**src/rtl/time_syn_rx_mc.sv**
```systemverilog
// Receive-side parser for two-beat time-sync frames on an always-ready AXI-Stream.
// Decodes three message types, tracks per-type sequence continuity and counts dropped frames.
module time_syn_rx_mc #(
  parameter int          P_DATA_WIDTH = 64,
  parameter logic [7:0]  P_TS_TYPE    = 8'h66,
  parameter logic [7:0]  P_STD_TYPE   = 8'h88,
  parameter logic [7:0]  P_RET_TYPE   = 8'h55,
  parameter int          P_ERR_CNT_W  = 16
) (
  input  logic                      i_clk,
  input  logic                      i_rst_n,
  input  logic                      i_rx_axis_tvalid,
  input  logic [P_DATA_WIDTH-1:0]   i_rx_axis_tdata,
  input  logic                      i_rx_axis_tlast,
  input  logic [P_DATA_WIDTH/8-1:0] i_rx_axis_tkeep,
  input  logic                      i_rx_axis_tuser,
  input  logic                      i_err_clr,
  output logic [P_DATA_WIDTH-1:0]   o_recv_data,
  output logic [7:0]                o_recv_seq,
  output logic                      o_recv_ts_valid,
  output logic                      o_recv_std_valid,
  output logic                      o_recv_return_valid,
  output logic                      o_seq_gap,
  output logic                      o_frame_err,
  output logic [1:0]                o_err_code,
  output logic [P_ERR_CNT_W-1:0]    o_err_cnt,
  output logic [1:0]                o_dbg_state
);

  // Handshake: no tready, every beat with tvalid=1 is consumed on the clock edge it is presented.
  typedef enum logic [1:0] {
    S_IDLE    = 2'd0,
    S_PAYLOAD = 2'd1,
    S_DISCARD = 2'd2
  } state_t;

  localparam logic [P_ERR_CNT_W-1:0] CNT_ONE = P_ERR_CNT_W'(1);

  state_t                    state_q, state_d;
  logic [1:0]                type_idx_q, type_idx_d;
  logic [7:0]                seq_q;
  logic [P_DATA_WIDTH-1:0]   recv_data_q;
  logic [7:0]                recv_seq_q;
  logic                      ts_vld_q, std_vld_q, ret_vld_q, seq_gap_q, frame_err_q;
  logic [1:0]                err_code_q, err_code_d;
  logic [P_ERR_CNT_W-1:0]    err_cnt_q;
  logic [7:0]                last_seq_q [0:3];
  logic [3:0]                seen_q;

  logic       beat_bad, type_known, load_hdr_d, acc_d, err_det_d, gap_d;
  logic [7:0] hdr_type, next_seq;

  always_comb begin
    hdr_type   = i_rx_axis_tdata[7:0];
    beat_bad   = i_rx_axis_tuser || (i_rx_axis_tkeep != '1);
    type_known = 1'b1;
    type_idx_d = 2'd0;
    if (hdr_type == P_TS_TYPE)       type_idx_d = 2'd0;
    else if (hdr_type == P_STD_TYPE) type_idx_d = 2'd1;
    else if (hdr_type == P_RET_TYPE) type_idx_d = 2'd2;
    else                             type_known = 1'b0;

    state_d    = state_q;
    err_code_d = err_code_q;
    err_det_d  = 1'b0;
    acc_d      = 1'b0;
    load_hdr_d = 1'b0;
    if (i_rx_axis_tvalid) begin
      unique case (state_q)
        S_IDLE: begin
          if (i_rx_axis_tlast) begin
            err_det_d = 1'b1; err_code_d = 2'd1;
          end else if (beat_bad) begin
            err_det_d = 1'b1; err_code_d = 2'd3; state_d = S_DISCARD;
          end else if (!type_known) begin
            err_det_d = 1'b1; err_code_d = 2'd0; state_d = S_DISCARD;
          end else begin
            load_hdr_d = 1'b1; state_d = S_PAYLOAD;
          end
        end
        S_PAYLOAD: begin
          if (!i_rx_axis_tlast) begin
            err_det_d = 1'b1; err_code_d = 2'd2; state_d = S_DISCARD;
          end else if (beat_bad) begin
            err_det_d = 1'b1; err_code_d = 2'd3; state_d = S_IDLE;
          end else begin
            acc_d = 1'b1; state_d = S_IDLE;
          end
        end
        S_DISCARD: if (i_rx_axis_tlast) state_d = S_IDLE;
        default: state_d = S_IDLE;
      endcase
    end

    // 8-bit add wraps, so FF followed by 00 counts as continuous.
    next_seq = last_seq_q[type_idx_q] + 8'd1;
    gap_d    = seen_q[type_idx_q] && (seq_q != next_seq);
  end

  always_ff @(posedge i_clk) begin
    if (!i_rst_n) begin
      state_q     <= S_IDLE;
      type_idx_q  <= 2'd0;
      seq_q       <= 8'd0;
      recv_data_q <= '0;
      recv_seq_q  <= 8'd0;
      ts_vld_q    <= 1'b0;
      std_vld_q   <= 1'b0;
      ret_vld_q   <= 1'b0;
      seq_gap_q   <= 1'b0;
      frame_err_q <= 1'b0;
      err_code_q  <= 2'd0;
      err_cnt_q   <= '0;
      seen_q      <= 4'd0;
      for (int i = 0; i < 4; i++) last_seq_q[i] <= 8'd0;
    end else begin
      state_q     <= state_d;
      ts_vld_q    <= acc_d && (type_idx_q == 2'd0);
      std_vld_q   <= acc_d && (type_idx_q == 2'd1);
      ret_vld_q   <= acc_d && (type_idx_q == 2'd2);
      seq_gap_q   <= acc_d && gap_d;
      frame_err_q <= err_det_d;
      if (err_det_d) err_code_q <= err_code_d;
      if (load_hdr_d) begin
        type_idx_q <= type_idx_d;
        seq_q      <= i_rx_axis_tdata[15:8];
      end
      if (acc_d) begin
        recv_data_q            <= i_rx_axis_tdata;
        recv_seq_q             <= seq_q;
        last_seq_q[type_idx_q] <= seq_q;
        seen_q[type_idx_q]     <= 1'b1;
      end
      // Clear dominates a same-cycle error; the pulse above still fires.
      if (i_err_clr) err_cnt_q <= '0;
      else if (err_det_d && (err_cnt_q != '1)) err_cnt_q <= err_cnt_q + CNT_ONE;
    end
  end

  assign o_recv_data         = recv_data_q;
  assign o_recv_seq          = recv_seq_q;
  assign o_recv_ts_valid     = ts_vld_q;
  assign o_recv_std_valid    = std_vld_q;
  assign o_recv_return_valid = ret_vld_q;
  assign o_seq_gap           = seq_gap_q;
  assign o_frame_err         = frame_err_q;
  assign o_err_code          = err_code_q;
  assign o_err_cnt           = err_cnt_q;
  assign o_dbg_state         = state_q;

endmodule

```
**config.mk**
```make
export PLATFORM = sky130hd
export DESIGN_NAME = time_syn_rx_mc
export DESIGN_NICKNAME = d
export VERILOG_FILES = /design/src/rtl/time_syn_rx_mc.sv
export SDC_FILE = /design/constraint.sdc
export NUM_CORES = 1
export LEC_CHECK = 0
export BUFFER_PORTS_ARGS = -buffer_cell sky130_fd_sc_hd__buf_4
export CAP_MARGIN = 20
export CORE_MARGIN = 2
export CORE_UTILIZATION = 56
export CTS_BUF_LIST = sky130_fd_sc_hd__clkbuf_16
export DETAILED_ROUTE_END_ITERATION = 12
export GPL_ROUTABILITY_DRIVEN = 0
export HOLD_SLACK_MARGIN = 0.15
export PLACE_DENSITY_LB_ADDON = 0.12
export SYNTH_ARGS = -nofsm -noshare
export SYNTH_HDL_FRONTEND = slang
export SYNTH_SLANG_ARGS = --single-unit
export TNS_END_PERCENT = 30
```
**constraint.sdc**
```tcl
create_clock -name i_clk -period 4.6 [get_ports i_clk]
set_input_delay 0.46 -clock i_clk [delete_from_list [all_inputs] [get_ports i_clk]]
set_output_delay 0.46 -clock i_clk [all_outputs]
set_load 0.05 [all_outputs]
```
# After elaboration in Yosys (flattened, before gate mapping)
# Memories as Yosys holds them, arrays and structs flattened. A register that Yosys moved wholly into a read port is not among the register bits.
# Index checks and enable logic that the tools add are counted.
[classes] n_addsub=2 order_cmp=2 n_eq_ne=14 mux=47 n_bitwise=2 reduce_logical=15
[op_table] operator="two-way mux 2 bit" n=16
[op_table] operator="two-way mux 1 bit" n=25
[op_table] operator="adder 16 x 1 -> 16 bit (second input constant)" n=1
[op_table] operator="equality test 8 x 7 -> 1 bit (second input constant)" n=2
[op_table] operator="inequality test 16 bit (second input constant)" n=1
[op_table] operator="adder 8 x 1 -> 8 bit (second input constant)" n=1
[op_table] operator="equality test 8 bit (second input constant)" n=1
[op_table] operator="two-way mux 8 bit" n=1
[op_table] operator="inequality test 8 bit" n=1
[op_table] operator="inequality test 8 bit (second input constant)" n=1
[op_table] operator="OR reduction 8 bit" n=1
[op_table] operator="logical AND 1 bit" n=7
[op_table] operator="case mux 2 bit (3 select lines)" n=1
[op_table] operator="AND reduction 5 bit" n=1
[op_table] operator="equality test 2 x 1 -> 1 bit (second input constant)" n=2
[op_table] operator="equality test 2 bit (second input constant)" n=2
[op_table] operator="zero test 2 bit" n=2
[op_table] operator="inequality test 2 bit (second input constant)" n=2
[op_table] operator="inequality test 4 bit (second input constant)" n=1
[op_table] operator="OR 4 bit" n=1
[op_table] operator="case mux 2 bit (2 select lines)" n=1
[op_table] operator="less-than comparator 2 x 3 -> 1 bit (second input constant)" n=1
[op_table] operator="inequality test 3 bit (second input constant)" n=1
[op_table] operator="AND reduction 3 bit" n=1
[op_table] operator="8 further kinds" n=8
[totals] register_bits=111 ram_bits=32 out_inout_bits=97 n_memories=1
[memory_table] memory="last_seq_q" words=4 word_bits=8 read_ports=1 rd_ports_with_merged_regs=1 wr=4 line_no="47" text="logic [7:0] last_seq_q [0:3];"

# Depth between registers and ports, before layout
# Gate-level depths: netlist (run 1).
[depth] word_depth=11 ltp_mapped=8 mapped_depth_nobuf=7

# Least setup slack after synthesis (run 1)
# OpenSTA, ideal clock, no wires.
[synth_timing] kind="register to register" startpoint="register state_q[0], in the netlist o_dbg_state[0]" endpoint="memory last_seq_q[1][0], enable pin" setup_ps=384 arrival_ps=2395 setup_slack_ps=1821 path_stages_with_launch=6 path_buffers=2 path_cell_list="dfxtp_1 nor2b_1 nand4_1 clkbuf_1 clkbuf_1 o21ai_0"
[synth_rtl] item="start, declared" line_no="39" text="state_t state_q, state_d;"
[synth_rtl] item="start signal, assigned" line_no="117" text="state_q <= state_d;"
[synth_rtl] item="end, declared" line_no="47"

==> results.sh, run 1 <==
export IMPL_clockBufferDepth=2
export IMPL_syn_nets=714
export IMPL_post_drt_wl_per_cell_um=15.96
export IMPL_power_static_leakage_nw=3.104
export IMPL_worst_r2r_cell_count=3
export IMPL_synth_edf_count=32
export IMPL_floorplan_core_area_um2=10790
export IMPL_critical_path_startpoint="o_dbg_state[0]"
export IMPL_chipHeight_um=108.9
export IMPL_globalRouteTotalUtil=0.2661
export IMPL_placed_cell_area_um2=7492
export IMPL_clockRootBuffer="sky130_fd_sc_hd__clkbuf_16"
export IMPL_cts_tree="done"
export IMPL_antenna_cells_inserted=0
export IMPL_ys_seq_elements=145
export IMPL_hpwlAfterDp_um=10400
export IMPL_numPortBuffers=174
export IMPL_final_period_minus_worst_setup_slack_ns=2.956
export IMPL_cp_required_ns=4.63
export IMPL_design_die_area_um2=11860
export IMPL_synth_area_leaders="sky130_fd_sc_hd__dfxtp_1 (37%), sky130_fd_sc_hd__edfxtp_1 (16%), sky130_fd_sc_hd__nand2_1 (9.8%)"
export IMPL_slowest_delay_ns=1.02
export IMPL_relSlewSlack=0.3283
export IMPL_synth_largest_type_area_fraction=0.3670
export IMPL_hp_start="i_rx_axis_tdata[42]"
export IMPL_dr_total_vias=5169
export IMPL_antenna_left=0
export IMPL_clock_latency_reported_for_the_late_side_of_the_worst_skew_pair_ns=0.42
export IMPL_pd_cells_nw_per_um2=341.4
export IMPL_initial_core_util=0.5712
export IMPL_setup_tns_ns=0
export IMPL_ctsHtreeMaxLevel=4
export IMPL_hold_bufs_at_cts=0
export IMPL_post_route_cells_drive_above_1_share=0.2786
export IMPL_detail_route_first_pass_iterations=4
export IMPL_hold_viol=0
export IMPL_grt_overflow_total=0
export IMPL_critPathLaunchType="flip-flop"
export IMPL_cts_clk_slew_worst_paths_ns=0.06
export IMPL_dp_worst_setup_slack_ns=1.405
export IMPL_maxClockFrequency_ghz=0.3383
export IMPL_synth_area_per_cell_um2=9.723
export IMPL_cpMaxStageDelayCell="sky130_fd_sc_hd__o21ai_0"
export IMPL_area_growth_synth_to_final_pct=30.53
export IMPL_min_path_type="input port to flip-flop"
export IMPL_run_status="finished clean"
export IMPL_worst_hold_path_endpoint="o_recv_data[42]"
export IMPL_skew_ns=0.01669
export IMPL_route_final_wire_length_um=15070
export IMPL_arrival_ns=2.98
export IMPL_max_cap_violations=0
export IMPL_drtIter0Drc=257
export IMPL_drcViolationCount=0
export IMPL_yosys_area_top_type="sky130_fd_sc_hd__dfxtp_1"
export IMPL_final_cell_area_um2=8046
export IMPL_synth_seq_area_share=0.5228
export IMPL_final_critical_path_setup_slack_ns=1.644
export IMPL_timing_worst_setup_path_type="flip-flop to flip-flop"
export IMPL_post_cts_setup_buffers=0
export IMPL_cp_cell_sequence="nor2b_1 -> nand4_1 -> o21ai_0"
export IMPL_number_of_warnings_issued_by_yosys=0
export IMPL_synthCells=634
export IMPL_avgViaCountPerCell=5.476
export IMPL_timing_worst_slew_pin_value_ns=0.9970
export IMPL_setup_slack_of_the_most_critical_reg_to_reg_path_ns=1.64
export IMPL_synth_top_cells_by_count="sky130_fd_sc_hd__nand2_1 (161), sky130_fd_sc_hd__dfxtp_1 (113), sky130_fd_sc_hd__a21boi_0 (74)"
export IMPL_setup_viol_count_final=0
export IMPL_mappedNetlistArea_um2=6165
export IMPL_nNetsFinal=871
export IMPL_wire_length_of_the_first_global_routing_pass_um=24210
export IMPL_numCtsBuffers=17
export IMPL_critical_path_endpoint_type="flip-flop"
export IMPL_final_hold_worst_slack_ns=0.3003
export IMPL_r2r_start="o_dbg_state[0]"
export IMPL_utilization=0.7455
export IMPL_synthMostInstantiatedCell="sky130_fd_sc_hd__nand2_1"
export IMPL_postSynth_topFlopCell="sky130_fd_sc_hd__dfxtp_1"
export IMPL_die_x_um=108.9
export IMPL_grt_pass1_vias=4980
export IMPL_min_period_over_period=0.6426
export IMPL_unique_cell_type_count_in_the_yosys_netlist=54
export IMPL_antenna_found_initial=0
export IMPL_drv_slew=0
export IMPL_min_delay_path_depth=3
export IMPL_maximum_number_of_pins_on_one_net_before_global_route_repair=108
export IMPL_path_max_fanout=14
export IMPL_ir_worst_vdd_uv=392.5
export IMPL_post_cts_resized_instances=0
export IMPL_r2r_end="last_seq_q[1][0]"
export IMPL_io_pins=175
export IMPL_numClockSinks=145
export IMPL_ys_async_sr_fraction=0
export IMPL_rows=38
export IMPL_unrepaired_setup_endpoints_after_global_routing="no"
per-stage QoR:
stage          cells  power (W)
6_report         944   0.002747
5_1_grt          944   0.002828
4_1_cts          944   0.002767
3_5_place_dp     912   0.001483
3_3_place_gp     912   0.001478
2_1_floorplan    634   0.001412
sequential cells by signal, indices dropped and copies added, names as in the netlist, named ones only:
register / count
last_seq_q: 32
o_dbg_state: 2
o_err_cnt: 16
o_err_code: 2
o_frame_err: 1
o_recv_data: 64
o_recv_return_valid: 1
o_recv_seq: 8
o_recv_std_valid: 1
o_recv_ts_valid: 1
o_seq_gap: 1
seen_q: 4
seq_q: 8
type_idx_q: 2
worst max path at each step:
stage / to / slack (ns) / cells after the start
finish: last_seq_q[1][0] / 1.64 / 3
floorplan: last_seq_q[1][0] / 1.82 / 5
global placement: last_seq_q[1][0] / 1.54 / 5
CTS: last_seq_q[1][1] / 1.63 / 3
detailed placement: last_seq_q[1][1] / 1.41 / 5
global route: last_seq_q[1][3] / 1.38 / 3
layout make-up:
cell class	instances	area [µm²]
Clock buffer	17	425.4
Clock inverter	15	128.9
Fill cell	773	2746
Inverter	7	26.28
Multi-Input combinational cell	442	2731
Sequential cell	145	3223
Tap cell	140	175.2
Timing Repair Buffer	178	1336
cell usage in the layout, fill, tap and decap left out, types with 3 or more instances in the layout:
| cell | n |
|---|---|
| sky130_fd_sc_hd__edfxtp_1 | 32 |
| sky130_fd_sc_hd__nand2b_1 | 3 |
| sky130_fd_sc_hd__xor2_1 | 4 |
| sky130_fd_sc_hd__o31ai_1 | 7 |
| sky130_fd_sc_hd__or3_1 | 10 |
| sky130_fd_sc_hd__buf_4 | 178 |
| sky130_fd_sc_hd__mux2i_1 | 10 |
| sky130_fd_sc_hd__clkinv_2 | 4 |
| sky130_fd_sc_hd__and3_1 | 14 |
| sky130_fd_sc_hd__and2_1 | 25 |
| sky130_fd_sc_hd__a211oi_1 | 3 |
| sky130_fd_sc_hd__nand3_1 | 12 |
| sky130_fd_sc_hd__o21ai_1 | 7 |
| sky130_fd_sc_hd__nor2_1 | 14 |
| sky130_fd_sc_hd__nor2b_1 | 15 |
| sky130_fd_sc_hd__a31oi_1 | 3 |
| sky130_fd_sc_hd__o21ai_0 | 3 |
| sky130_fd_sc_hd__a21boi_0 | 74 |
| sky130_fd_sc_hd__or4_1 | 9 |
| sky130_fd_sc_hd__a21oi_1 | 15 |
| sky130_fd_sc_hd__inv_1 | 9 |
| sky130_fd_sc_hd__xnor2_1 | 5 |
| sky130_fd_sc_hd__dfxtp_1 | 113 |
| sky130_fd_sc_hd__clkbuf_16 | 17 |
| sky130_fd_sc_hd__nand4_1 | 6 |
| sky130_fd_sc_hd__nor3_1 | 4 |
| sky130_fd_sc_hd__nand2_1 | 161 |
| sky130_fd_sc_hd__mux4_2 | 9 |
worst max-delay path: cells and delay by family (launching register included):
family	cells	cell delay, ns
DFF	1	0.43
and+or+nand+nor	2	1.10
AOI/OAI and AO/OA	1	1.02
metal layers:
metal	wire [µm]	track usage	vias to the layer above	part of all wire
li1	-	-	2522	-
met4	199	0.09524	0	0.013
met5	0	0	-	0
met3	1002	0.08308	14	0.067
met1	6186	0.3236	2470	0.41
met2	7678	0.4450	163	0.51
power by group:
| part | switching [W] | leakage [nW] | internal, W |
|---|---|---|---|
| Sequential | 0.00000649 | 1.23 | 0.00131 |
| Clock | 0.000507 | 0.281 | 0.000784 |
| Combinational | 0.0000645 | 1.59 | 0.0000709 |
| Total | 0.000578 | 3.10 | 0.00217 |
cell families (layout without fill, tap and decap cells):
family	after synthesis	after routing	synth area share
AND/OR/NAND/NOR	287	287	0.2285
flip-flops	145	145	0.5228
AO/OA/AOI/OAI	125	125	0.1484
buffers and inverters	47	217	0.03430
multiplexers	19	19	0.04912
XOR/XNOR	9	9	0.01279
adder cells (fa/ha/maj)	2	2	0.004059
Note: power is estimated with default switching activity, not from simulation.
==> run 2: changes to the inputs <==
Settings changed: CORE_UTILIZATION 56 to 47.
Clock period 4.6 ns to 2.4 ns, I/O delays scaled along.
==> run 2 against run 1 <==
First-iteration DRC count is 32% higher. Combinational power grew to 2.6 times the previous value. Clock skew is 0.010 ns lower. Sequential power is 92% higher. Largest power group is now clock.
==> results.sh, run 2 (synthesis gave the netlist of run 1 again) <==
export IMPL_drtIter0Drc=338
export IMPL_min_delay_path_depth=4
export IMPL_ctsHtreeMaxLevel=4
export IMPL_fin_total_pwr_w=0.005589
export IMPL_route_final_wire_length_um=16510
export IMPL_layout_common_cells="sky130_fd_sc_hd__buf_4 (192), sky130_fd_sc_hd__nand2_1 (161), sky130_fd_sc_hd__dfxtp_1 (111), sky130_fd_sc_hd__a21boi_0 (74), sky130_fd_sc_hd__dlygate4sd3_1 (65)"
export IMPL_number_of_flip_flops_under_the_largest_register_name=64
export IMPL_grt_overflow_total=0
export IMPL_utilization=0.6997
export IMPL_design_die_area_um2=14050
export IMPL_final_period_minus_worst_setup_slack_ns=2.285
export IMPL_finalNonFillerCells=1056
export IMPL_hold_viol=0
export IMPL_grt_pass1_vias=5600
export IMPL_globalRouteTotalUtil=0.2385
export IMPL_clock_latency_reported_for_the_late_side_of_the_worst_skew_pair_ns=0.42
export IMPL_critPathLaunchType="input port"
export IMPL_nNetsFinal=951
export IMPL_clockBufferDepth=2
export IMPL_timing_worst_setup_path_type="input port to flip-flop"
export IMPL_numCtsBuffers=17
export IMPL_layout_commonest_cell="sky130_fd_sc_hd__buf_4"
export IMPL_cts_clk_slew_worst_paths_ns=0.06
export IMPL_power_static_leakage_nw=3.466
export IMPL_post_drt_wl_per_cell_um=15.63
export IMPL_skew_ns=0.006319
export IMPL_setup_viol_count_final=0
export IMPL_rows=41
export IMPL_dr_total_vias=5508
export IMPL_unrepaired_setup_endpoints_after_global_routing="no"
export IMPL_antenna_cells_inserted=0
export IMPL_maxClockFrequency_ghz=0.4376
export IMPL_numClockSinks=145
export IMPL_maximum_number_of_pins_on_one_net_before_global_route_repair=74
export IMPL_min_period_over_period=0.9521
export IMPL_r2r_end="o_seq_gap"
export IMPL_ir_worst_vdd_uv=557.5
export IMPL_antenna_left=0
export IMPL_numPortBuffers=174
export IMPL_relSlewSlack=0.4870
export IMPL_clockRootBuffer="sky130_fd_sc_hd__clkbuf_16"
export IMPL_cts_tree="done"
export IMPL_worst_hold_path_endpoint="o_err_cnt[10]"
export IMPL_min_path_type="input port to flip-flop"
export IMPL_floorplan_core_area_um2=12720
export IMPL_worst_r2r_cell_count=7
export IMPL_chipHeight_um=118.5
export IMPL_hpwlAfterDp_um=10800
export IMPL_detail_route_first_pass_iterations=5
export IMPL_arrival_ns=2.62
export IMPL_antenna_found_initial=0
export IMPL_setup_tns_ns=0
export IMPL_setup_slack_of_the_most_critical_reg_to_reg_path_ns=0.19
export IMPL_post_route_cells_drive_above_1_share=0.2715
export IMPL_avgViaCountPerCell=5.216
export IMPL_die_x_um=118.5
export IMPL_area_growth_synth_to_final_pct=44.41
export IMPL_run_status="finished clean"
export IMPL_pd_cells_nw_per_um2=627.8
export IMPL_timing_worst_slew_pin_value_ns=0.7696
export IMPL_placed_cells=959
export IMPL_initial_core_util=0.4846
export IMPL_hp_start="i_err_clr"
export IMPL_path_max_fanout=28
export IMPL_post_cts_setup_buffers=0
export IMPL_drv_slew=0
export IMPL_max_cap_violations=0
export IMPL_wire_length_of_the_first_global_routing_pass_um=26990
export IMPL_critical_path_endpoint_type="flip-flop"
export IMPL_drcViolationCount=0
export IMPL_io_pins=175
export IMPL_cp_required_ns=2.73
-- run 2: cell count changes in the layout (fill, tap and decap cells not counted), sizes merged --
cell	change
buf	+15
bufinv	+2
clkinv	-1
clkinvlp	+1
dlygate4sd3	+65
inv	-2
-- run 2: layout make-up --
class                           instances  area [µm²]
Multi-Input combinational cell        442        2731
Sequential cell                       145        3226
Clock inverter                         15       175.2
Timing Repair Buffer                  258        2103
Fill cell                             979        3820
Clock buffer                           17       425.4
Inverter                                7       26.28
Tap cell                              172       215.2
-- run 2: worst max-delay path by stage --
stage | slack [ns] | endpoint | depth (start not counted) | startpoint
after detailed placement | 0.1 | o_seq_gap | 6 | flip-flop
after global placement | 0.19 | o_seq_gap | 7 | flip-flop
after floorplan | 0.05 | last_seq_q[1][0] | 5 | o_dbg_state[0]
final | 0.11 | o_err_cnt[15] | 9 | i_rx_axis_tdata[6]
after global routing | 0.009 | o_err_cnt[14] | 10 | i_rx_axis_tdata[3]
after CTS | 0.08 | o_seq_gap | 6 | flip-flop
-- run 2: where the power goes --
part | switching, W | internal [W]
clock | 0.000991 | 0.00171
sequential | 0.0000128 | 0.00252
combinational | 0.000147 | 0.000209
total | 0.00115 | 0.00444
-- run 2: timing repair --
action	CTS	global route
hold endpoints to repair	73	0
endpoints found under the setup margin	0	5
resized for setup	0	2
hold buffers	65	0
-- run 2: routing by layer --
metal,routed length (µm),track usage,vias up
li1,-,-,2683
met1,6722,0.2780,2619
met2,8286,0.4041,167
met3,1046,0.06902,39
met4,454,0.1101,0
met5,0,0,-
-- run 2: critical path, stage by stage --
cell and delay [ns]:
sky130_fd_sc_hd__dlygate4sd3_1 0.55, sky130_fd_sc_hd__buf_4 0.15, sky130_fd_sc_hd__nor4bb_1 0.15, sky130_fd_sc_hd__a32o_1 0.29, sky130_fd_sc_hd__a21oi_4 0.25, sky130_fd_sc_hd__o41ai_4 0.09
sky130_fd_sc_hd__buf_6 0.19, sky130_fd_sc_hd__or4_1 0.53, sky130_fd_sc_hd__a21oi_1 0.18
-- run 2: metrics by stage --
stage | setup slack, ns | instance area, µm² | hold slack [ns]
after floorplan | 0.04621 | 6166 | 0.3849
after global placement | 0.1946 | 7646 | 0.4480
after detailed placement | 0.09776 | 7646 | 0.4533
after CTS | 0.07539 | 8897 | 0.1532
after global routing | 0.009235 | 8902 | 0.1561
final | 0.1150 | 8902 | 0.1645
